--- config.mk ---
export PLATFORM = sky130hd
export DESIGN_NAME = add_result_display
export DESIGN_NICKNAME = d
export VERILOG_FILES = /design/src/rtl/add_display_pkg.sv /design/src/rtl/seg7_decoder.sv /design/src/rtl/add_result_display.sv
export SDC_FILE = /design/constraint.sdc
export NUM_CORES = 1
export LEC_CHECK = 0
export CORE_UTILIZATION = 47
export CTS_BUF_LIST = sky130_fd_sc_hd__clkbuf_4
export DETAILED_ROUTE_END_ITERATION = 6
export PLACE_DENSITY_LB_ADDON = 0.08
export SLEW_MARGIN = 20
export SYNTH_ARGS = -nofsm -noshare
export SYNTH_HDL_FRONTEND = slang
export SYNTH_SLANG_ARGS = --single-unit
--- constraint.sdc ---
create_clock -name clk -period 4.1 [get_ports clk]
set_input_delay 0.41 -clock clk [delete_from_list [all_inputs] [get_ports clk]]
set_output_delay 0.41 -clock clk [all_outputs]
set_load 0.05 [all_outputs]
--- src/rtl/add_display_pkg.sv ---
// Shared constants for the signed-sum display: active-low glyphs (gfedcba) and digit enables.
package add_display_pkg;

   localparam logic [6:0] SEG_0     = 7'b1000000;
   localparam logic [6:0] SEG_1     = 7'b1111001;
   localparam logic [6:0] SEG_2     = 7'b0100100;
   localparam logic [6:0] SEG_3     = 7'b0110000;
   localparam logic [6:0] SEG_4     = 7'b0011001;
   localparam logic [6:0] SEG_5     = 7'b0010010;
   localparam logic [6:0] SEG_6     = 7'b0000010;
   localparam logic [6:0] SEG_7     = 7'b1111000;
   localparam logic [6:0] SEG_8     = 7'b0000000;
   localparam logic [6:0] SEG_MINUS = 7'b0111111;
   localparam logic [6:0] SEG_BLANK = 7'b1111111;

   localparam logic [1:0] AN_OFF  = 2'b11;
   localparam logic [1:0] AN_MAG  = 2'b10;
   localparam logic [1:0] AN_SIGN = 2'b01;

   // 4-bit magnitude; -8 maps to 4'b1000 with no overflow.
   function automatic logic [3:0] abs4(input logic [3:0] v);
      return v[3] ? (~v + 4'd1) : v;
   endfunction

endpackage

--- src/rtl/seg7_decoder.sv ---
// Maps a magnitude 0..8 to an active-low seven-segment glyph; other codes blank the digit.
module seg7_decoder
   import add_display_pkg::*;
(
   input  logic [3:0] mag,
   output logic [6:0] glyph
);

   always_comb begin
      glyph = SEG_BLANK;
      case (mag)
         4'd0: glyph = SEG_0;
         4'd1: glyph = SEG_1;
         4'd2: glyph = SEG_2;
         4'd3: glyph = SEG_3;
         4'd4: glyph = SEG_4;
         4'd5: glyph = SEG_5;
         4'd6: glyph = SEG_6;
         4'd7: glyph = SEG_7;
         4'd8: glyph = SEG_8;
         default: glyph = SEG_BLANK;
      endcase
   end

endmodule

--- src/rtl/add_result_display.sv ---
// Holds the adder's signed sum and drives a two-digit multiplexed display (sign + magnitude).
module add_result_display
   import add_display_pkg::*;
#(
   parameter int REFRESH_DIV = 50000,
   parameter int CNT_W       = 16
) (
   input  logic             clk,
   input  logic             rst,
   input  logic [3:0]       C_in,
   input  logic             load,
   input  logic             clr,
   output logic [3:0]       C_held,
   output logic             valid,
   output logic [6:0]       seg,
   output logic [1:0]       an
);

   localparam logic [CNT_W-1:0] CNT_LAST = CNT_W'(REFRESH_DIV - 1);

   logic [3:0]       c_held_q, c_held_d;
   logic             valid_q,  valid_d;
   logic [CNT_W-1:0] cnt_q,    cnt_d;
   logic             sel_q,    sel_d;
   logic [6:0]       seg_q,    seg_d;
   logic [1:0]       an_q,     an_d;
   logic [6:0]       mag_glyph;

   seg7_decoder u_dec (
      .mag   (abs4(c_held_q)),
      .glyph (mag_glyph)
   );

   always_comb begin
      c_held_d = c_held_q;
      valid_d  = valid_q;
      if (load) begin
         c_held_d = C_in;
         valid_d  = 1'b1;
      end else if (clr) begin
         valid_d  = 1'b0;
      end
   end

   always_comb begin
      cnt_d = cnt_q + 1'b1;
      sel_d = sel_q;
      if (cnt_q == CNT_LAST) begin
         cnt_d = '0;
         sel_d = ~sel_q;
      end
   end

   // Outputs are built from the registered state, so they trail it by one edge.
   always_comb begin
      an_d  = AN_OFF;
      seg_d = SEG_BLANK;
      if (valid_q) begin
         if (!sel_q) begin
            an_d  = AN_MAG;
            seg_d = mag_glyph;
         end else begin
            an_d  = AN_SIGN;
            seg_d = c_held_q[3] ? SEG_MINUS : SEG_BLANK;
         end
      end
   end

   always_ff @(posedge clk) begin
      if (rst) begin
         c_held_q <= '0;
         valid_q  <= 1'b0;
         cnt_q    <= '0;
         sel_q    <= 1'b0;
         seg_q    <= SEG_BLANK;
         an_q     <= AN_OFF;
      end else begin
         c_held_q <= c_held_d;
         valid_q  <= valid_d;
         cnt_q    <= cnt_d;
         sel_q    <= sel_d;
         seg_q    <= seg_d;
         an_q     <= an_d;
      end
   end

   assign C_held = c_held_q;
   assign valid  = valid_q;
   assign seg    = seg_q;
   assign an     = an_q;

endmodule

Word level (Yosys, flattened, before mapping)
Memories as Yosys holds them, arrays and structs flattened.
Cells that the tools add are included.
{"block": "totals", "in_bits": 8, "wordCells": 22, "out_inout_bits": 14, "mem_count": 1, "romBits": 112, "mem_bits_rw": 0, "latch_bits": 0, "reg_bits": 31}
{"name": "(name not given)", "depth": 16, "word_bits": 7, "read_ports": 1, "rd_clocked_by_memory_dff": 0, "write_ports": 0, "line_no": "seg7_decoder.sv:11", "text": "case (mag)"}
{"block": "classes", "muxes": 6, "n_reduce_logical": 3, "n_div": 0, "shifts": 0, "bitwise_logic": 3, "n_eq_ne": 1, "n_mul": 0, "add_sub_neg": 2, "order_cmp": 0}
{"op": "$add A16 B1 Y16 const B", "n": 1}
{"op": "$eq A16 B16 Y1 const B", "n": 1}
{"op": "$mux W7", "n": 2}
{"op": "$add A4 B1 Y4 const B", "n": 1}
{"op": "$mux W4", "n": 1}
{"op": "$not A4 Y4", "n": 1}
{"op": "$reduce_or A2 Y1", "n": 2}
{"op": "$mux W1", "n": 2}
{"op": "$mux W2", "n": 1}
{"op": "$not A1 Y1", "n": 2}
{"op": "$reduce_bool A2 Y1", "n": 1}

Longest topological paths before layout
Gate-level depths: netlist (run 1).
An unclocked memory read counts as a cell.
{"block": "logic_depth", "ltp_word": 5, "mapped_depth": 9, "mapped_depth_nobuf": 9}

Modules after synthesis
A second synthesis (run 1) with hierarchy kept.
{"block": "unflattened", "hier_cells": 158, "area_unflattened_um2": 1405.1}
{"mod": "add_result_display", "area_per_inst_um2": 1211.2, "n_inst": 1, "seq_area_each_um2": 620.6, "cells_each": 128}
{"mod": "seg7_decoder", "area_per_inst_um2": 193.9, "n_inst": 1, "seq_area_each_um2": 0.0, "cells_each": 30}

Least setup slack after synthesis (run 1)
Ideal clock, no wire load.
{"block": "synth_timing", "path_kind": "register -> register", "start": "register c_held_q[0], in the netlist C_held[0]", "end": "register seg_q[6], in the netlist seg[6]", "required_ps": 4028, "arrival_time_ps": 2183, "path_slack_ps": 1845, "n_path_buf": 0, "stages_incl_launch_ff": 8, "cell_sequence": "dfxtp_1 inv_1 ha_1 mux2i_1 ha_1 a2111oi_0 nor2_1 a2bb2oi_1"}
{"block": "synth_between", "elab_chain_cells": 5}
{"item": "start, declared", "line_no": "add_result_display.sv:21", "text": "logic [3:0] c_held_q, c_held_d;"}
{"item": "start signal, assigned", "line_no": "add_result_display.sv:78", "text": "c_held_q <= c_held_d;"}
{"item": "$not A4 Y4", "line_no": "add_display_pkg.sv:22", "text": "return v[3] ? (~v + 4'd1) : v;"}
{"item": "$add A4 B1 Y4", "line_no": "add_display_pkg.sv:22"}
{"item": "$mux W4 *", "line_no": "add_display_pkg.sv:22"}
{"item": "$mem_v2 Z16 W7 *"}
{"item": "$mux W7 *", "line_no": "add_result_display.sv:59", "text": "if (!sel_q) begin"}
{"item": "end signal, assigned", "line_no": "add_result_display.sv:82", "text": "seg_q <= seg_d;"}
{"item": "end, declared", "line_no": "add_result_display.sv:25", "text": "logic [6:0] seg_q, seg_d;"}
Every way passes the cells marked *; elsewhere a longest branch is shown, timed or not.
A chain may end at the register's enable or synchronous reset.

Worst setup path after layout (run 1)
{"block": "layout_timing", "start": "register c_held_q[0], in the netlist C_held[0]", "end": "register seg_q[4], in the netlist seg[4]"}
The elaborated chain is that of the path after synthesis.

==> impl_metrics.yaml, run 1 <==
clock_tree:
  cts_setup_buffers: 0
  cts_made_buffers: 5
  clock-root-buffer: "clkbuf_4"
  clock_sinks: 31
  ctsHoldBuffers: 0
  clock_latency_ps: 330
  h-tree-depth: 2
  clk_transition_reported_paths_ps: 80
  cts_tree: "yes"
  cts_buffer_depth: 2
  cts_resized: 0
drt:
  vias: 1081
  dr_wl_met2_um: 1080
  top_layer: "met4"
  ant_nets: 0
  routed_wl_um: 2450
  wl_per_cell_um: 12.1
  via_per_inst: 5.35
  wl_met1_um: 1170
  drc: 0
  first_pass_iters: 4
  dr.first_iter.drc_count: 13
  dr_wl_met3_um: 153
synthesis:
  yosys.area.top_type: "dfxtp_1"
  syn_inst: 148
  synthTopCellsByArea: "dfxtp_1, nor2_1, mux2i_1, ha_1, xnor2_1"
  muxShareOfSynthArea: 0.0645
  ys_ff_latch: 31
  synthAdderAreaFrac: 0.0448
  synth-xor-area-share: 0.0931
  synth-compound-area-share: 0.0546
  synth_enable_flop_cells: 0
  syn_area_um2: 1400
  synth_flop_cell: "dfxtp_1"
  ys_seq_area_frac: 0.444
  synth-simple-area-share: 0.263
  synth_top_area_share: 0.444
  synth_nets: 161
  synth_cell_type_count: 37
  synthArstFlopShare: 0
  yosysWarnings: 0
  synth_top_family_by_area: "simple AND/OR/NAND/NOR gates"
  synth_area_per_cell_um2: 9.44
place:
  globalplace.congestion: 0.772
  place_area_um2: 1620
  dp_hpwl_um: 1740
  portBuffers: 21
finish:
  syn_to_final_growth_pct: 19.3
  final_cell_mix: "dfxtp_1, nor2_1, clkdlybuf4s50_1, mux2i_1"
  nets: 185
  final_common_cell: "dfxtp_1"
  n_fill_cell: 255
  n_antenna_cell: 0
  layout-drive-gt1-share: 0.0702
  multi_input_area_um2: 727
  finalInstanceArea_um2: 1670
  regArea_um2: 621
critical_path:
  cp-endpoint: "seg[4]"
  reg2regPathDepth: 7
  cp.required_ps: 4280
  end_kind: "register"
  r2r_slack_ps: 1860
  reg2reg_from: "C_held[0]"
  timing.rr.end: "seg[4]"
  worst-path-max-fanout: 8
  cp.arrival_ps: 2420
  cp-start-kind: "register"
  critical_path.startpoint: "C_held[0]"
  critPathKind: "register to register"
pwr:
  p_leak_uw: 0.000654
  ir_worst_vdd_uv: 234
  power_uw: 564
  power_density_nw_per_um2: 338
sta:
  slew-limit-headroom: 0.581
  finalSetupViolCount: 0
  finalClockSkew_ps: 5.92
  fin_crit_ps: 2240
  max_freq_mhz: 447
  slew_viol_final: 0
  period_share: 0.546
  tightest_slew_ps: 628
  hold_viol_final: 0
  totalNegativeSetupSlack_ps: 0
  rsz0062_at_grt: "no"
floorplanning:
  die_w_um: 56.5
  io-pin-count: 22
  die-area_um2: 3200
  core_area_um2: 2780
  die_h_um: 56.5
  rows: 19
  initial_core_util: 0.502
global_routing:
  grt_overflow: 0
  grt_max_degree: 16
  grt_pass1_vias: 970
  grt_pass1_wl_um: 4110
  antenna_found_initial: 0
  grtUsageTotal: 0.170
run:
  drv_cap: 0
worst_hold_path:
  worstHoldPathType: "register to register"
outcome:
  status: "completed"
## registers in the layout, indices dropped and copies added, names as in the netlist
name	cells
C_held	4
an	2
cnt_q	16
seg	7
sel_q	1
valid	1
## per-stage QoR
stage | setup slack, ps | std cells | hold slack (ps) | utilization
after floorplan | 1850 | 148 | 412 | -
after global routing | 1620 | 202 | 468 | 0.600
after global placement | 2080 | 196 | 422 | 0.583
after CTS | 1850 | 202 | 446 | 0.600
after detailed placement | 1940 | 196 | 433 | 0.583
final | 1860 | 202 | 438 | 0.600
## worst min-delay path by stage
| stage | cells after the start | slack, ps | endpoint | from |
|---|---|---|---|---|
| 6_report | 1 | 440 | cnt_q[0] | cnt_q[0] |
| 5_1_grt | 1 | 470 | cnt_q[0] | cnt_q[0] |
| 4_1_cts | 1 | 450 | cnt_q[0] | cnt_q[0] |
| 3_5_place_dp | 1 | 430 | cnt_q[0] | cnt_q[0] |
| 3_3_place_gp | 1 | 420 | cnt_q[0] | cnt_q[0] |
| 2_1_floorplan | 1 | 410 | cnt_q[0] | cnt_q[0] |
## layer usage
metal	GRT usage	vias up
met5	0	-
met4	0.0871	0
met3	0.0714	6
met2	0.259	28
met1	0.204	496
li1	-	551
## cell usage after synthesis, types with 2 or more instances
cell type / n
o21ai_0: 2
inv_1: 7
o21ai_1: 4
and3_1: 4
xor2_1: 6
nand4_1: 6
buf_4: 2
dfxtp_1: 31
nor3_1: 2
ha_1: 5
nor2b_1: 2
nor2_1: 25
nand3_1: 3
xnor2_1: 7
nand2_1: 7
nand2b_1: 2
a21oi_1: 4
mux2i_1: 9
or3_1: 2
## worst max-delay path, cell delays in order, from the launching register on
cell	delay (ps)
dfxtp_1	490
inv_1	150
ha_1	320
mux2i_1	320
ha_1	260
a2111oi_0	100
nor2_1	320
o21ai_1	140
## area by class of cell
type,instances,area share
clock buffers,6,0.0270
flip-flops and latches,31,0.372
repair buffers,21,0.126
multi-input cells,106,0.436
well taps,31,0.0233
inverters,7,0.0158
## cell families (layout without fill, tap and decap cells)
group | Yosys count | after routing
XOR/XNOR | 14 | 14
AND/OR/NAND/NOR | 65 | 65
AO/OA/AOI/OAI | 13 | 13
flip-flops | 31 | 31
multiplexers | 9 | 9
buffers and inverters | 11 | 34
adder cells (fa/ha/maj) | 5 | 5
## report_power, final
group          internal (uW)  switching (uW)
sequential               310            8.15
clock                   67.4            91.5
combinational           34.9            51.3
Power figures use the tool's default switching activity.
==> run 2: changes to the inputs <==
Clock period 4.1 ns to 2.2 ns, I/O delays scaled along.
==> impl_metrics.yaml, run 2 (synthesized netlist as in run 1, its figures left out) <==
outcome:
  status: "completed"
sta:
  fin_crit_ps: 2030
  period_share: 0.923
  hold_viol_final: 0
  max_freq_mhz: 493
  rsz0062_at_grt: "no"
  tightest_slew_ps: 625
  slew-limit-headroom: 0.582
  finalSetupViolCount: 0
  totalNegativeSetupSlack_ps: 0
  finalClockSkew_ps: 11.2
  slew_viol_final: 0
global_routing:
  use_met2: 0.262
  met3_usage: 0.0737
  grt_pass1_wl_um: 4410
  grt-busiest-layer: "met2"
  grtUsageTotal: 0.183
  grtUsageMet1: 0.235
  grt_pass1_vias: 994
  antenna_found_initial: 0
  grt_overflow: 0
  grt_max_degree: 16
finish:
  largest_reg_flops: 16
  regArea_um2: 622
  n_antenna_cell: 0
  instances_no_fill: 206
  layout-drive-gt1-share: 0.0914
  largest-register: "cnt_q"
  n_fill_cell: 247
  final_common_cell: "dfxtp_1"
  nets: 187
  multi_input_area_um2: 731
  final_cell_mix: "dfxtp_1, nor2_1, clkdlybuf4s50_1, mux2i_1"
  syn_to_final_growth_pct: 21.3
pwr:
  p_leak_uw: 0.000669
  power_density_nw_per_um2: 633
  ir_worst_vdd_uv: 558
floorplanning:
  die_w_um: 56.5
  io-pin-count: 22
  core_area_um2: 2780
  die-area_um2: 3200
  rows: 19
  initial_core_util: 0.502
  die_h_um: 56.5
drt:
  vias: 1116
  dr.first_iter.drc_count: 18
  via_per_inst: 5.42
  first_pass_iters: 4
  wl_per_cell_um: 12.4
  drc: 0
  routed_wl_um: 2550
  ant_nets: 0
critical_path:
  cp-start-kind: "register"
  cp.required_ps: 2450
  worst-path-max-fanout: 8
  critPathKind: "register to register"
  end_kind: "register"
  cp.arrival_ps: 2280
clock_tree:
  cts_made_buffers: 5
  clock-root-buffer: "clkbuf_4"
  clock_latency_ps: 330
  h-tree-depth: 2
  cts_buffer_depth: 2
  clk_transition_reported_paths_ps: 100
  cts_tree: "yes"
  clock_sinks: 31
  ctsHoldBuffers: 0
worst_hold_path:
  worstHoldPathType: "register to register"
place:
  portBuffers: 21
  dp_hpwl_um: 1840
  placed_cells: 197
  globalplace.congestion: 0.849
run:
  drv_cap: 0
run 2: worst paths after layout:
path             start       end  slack (ps)  depth (start not counted)
max          C_held[0]    seg[6]         170                          8
min           cnt_q[0]  cnt_q[0]         450                          1
max reg2reg  C_held[0]    seg[6]         170                          8
min reg2reg   cnt_q[0]  cnt_q[0]         450                          1
run 2: where the power goes:
part	internal, uW	switching (uW)
combinational	68.4	98.4
clock	130	181
sequential	579	15.9
total	778	295
run 2: per-stage QoR:
step                       util  instance area, um^2  power [uW]  worst slack, ps  hold slack (ps)
after global placement    0.587                 1630         768              326              423
after global routing      0.610                 1700        1120             43.4              473
after floorplan               -                 1400         718              100              367
after detailed placement  0.587                 1630         771              126              441
after CTS                 0.605                 1680        1080             89.4              455
final                     0.610                 1700        1070              170              448
run 2: worst max-delay path, stage by stage, from the launching register on:
cell	delay (ps)
dfxtp_2	430
inv_1	120
ha_1	310
mux2i_2	110
ha_1	240
a2111oi_0	380
nor2_1	90
buf_4	160
a2bb2oi_1	120
run 2: cell type report:
cell class | count | area share
sequential | 31 | 0.367
multi-input combinational | 106 | 0.431
tap | 31 | 0.0229
inverter | 7 | 0.0155
clock inverter | 2 | 0.00443
clock buffer | 6 | 0.0266
timing repair buffer | 23 | 0.133
run 2: metal layers:
layer / vias up / wire length (um)
li1: 556 / -
met5: - / 0
met1: 522 / 1210
met4: 0 / 62
met2: 29 / 1140
met3: 9 / 134
run 2: repair_timing:
action	4_1_cts	5_1_grt
endpoints found under the setup margin	0	6
gates resized for setup	0	1
buffers inserted	0	1
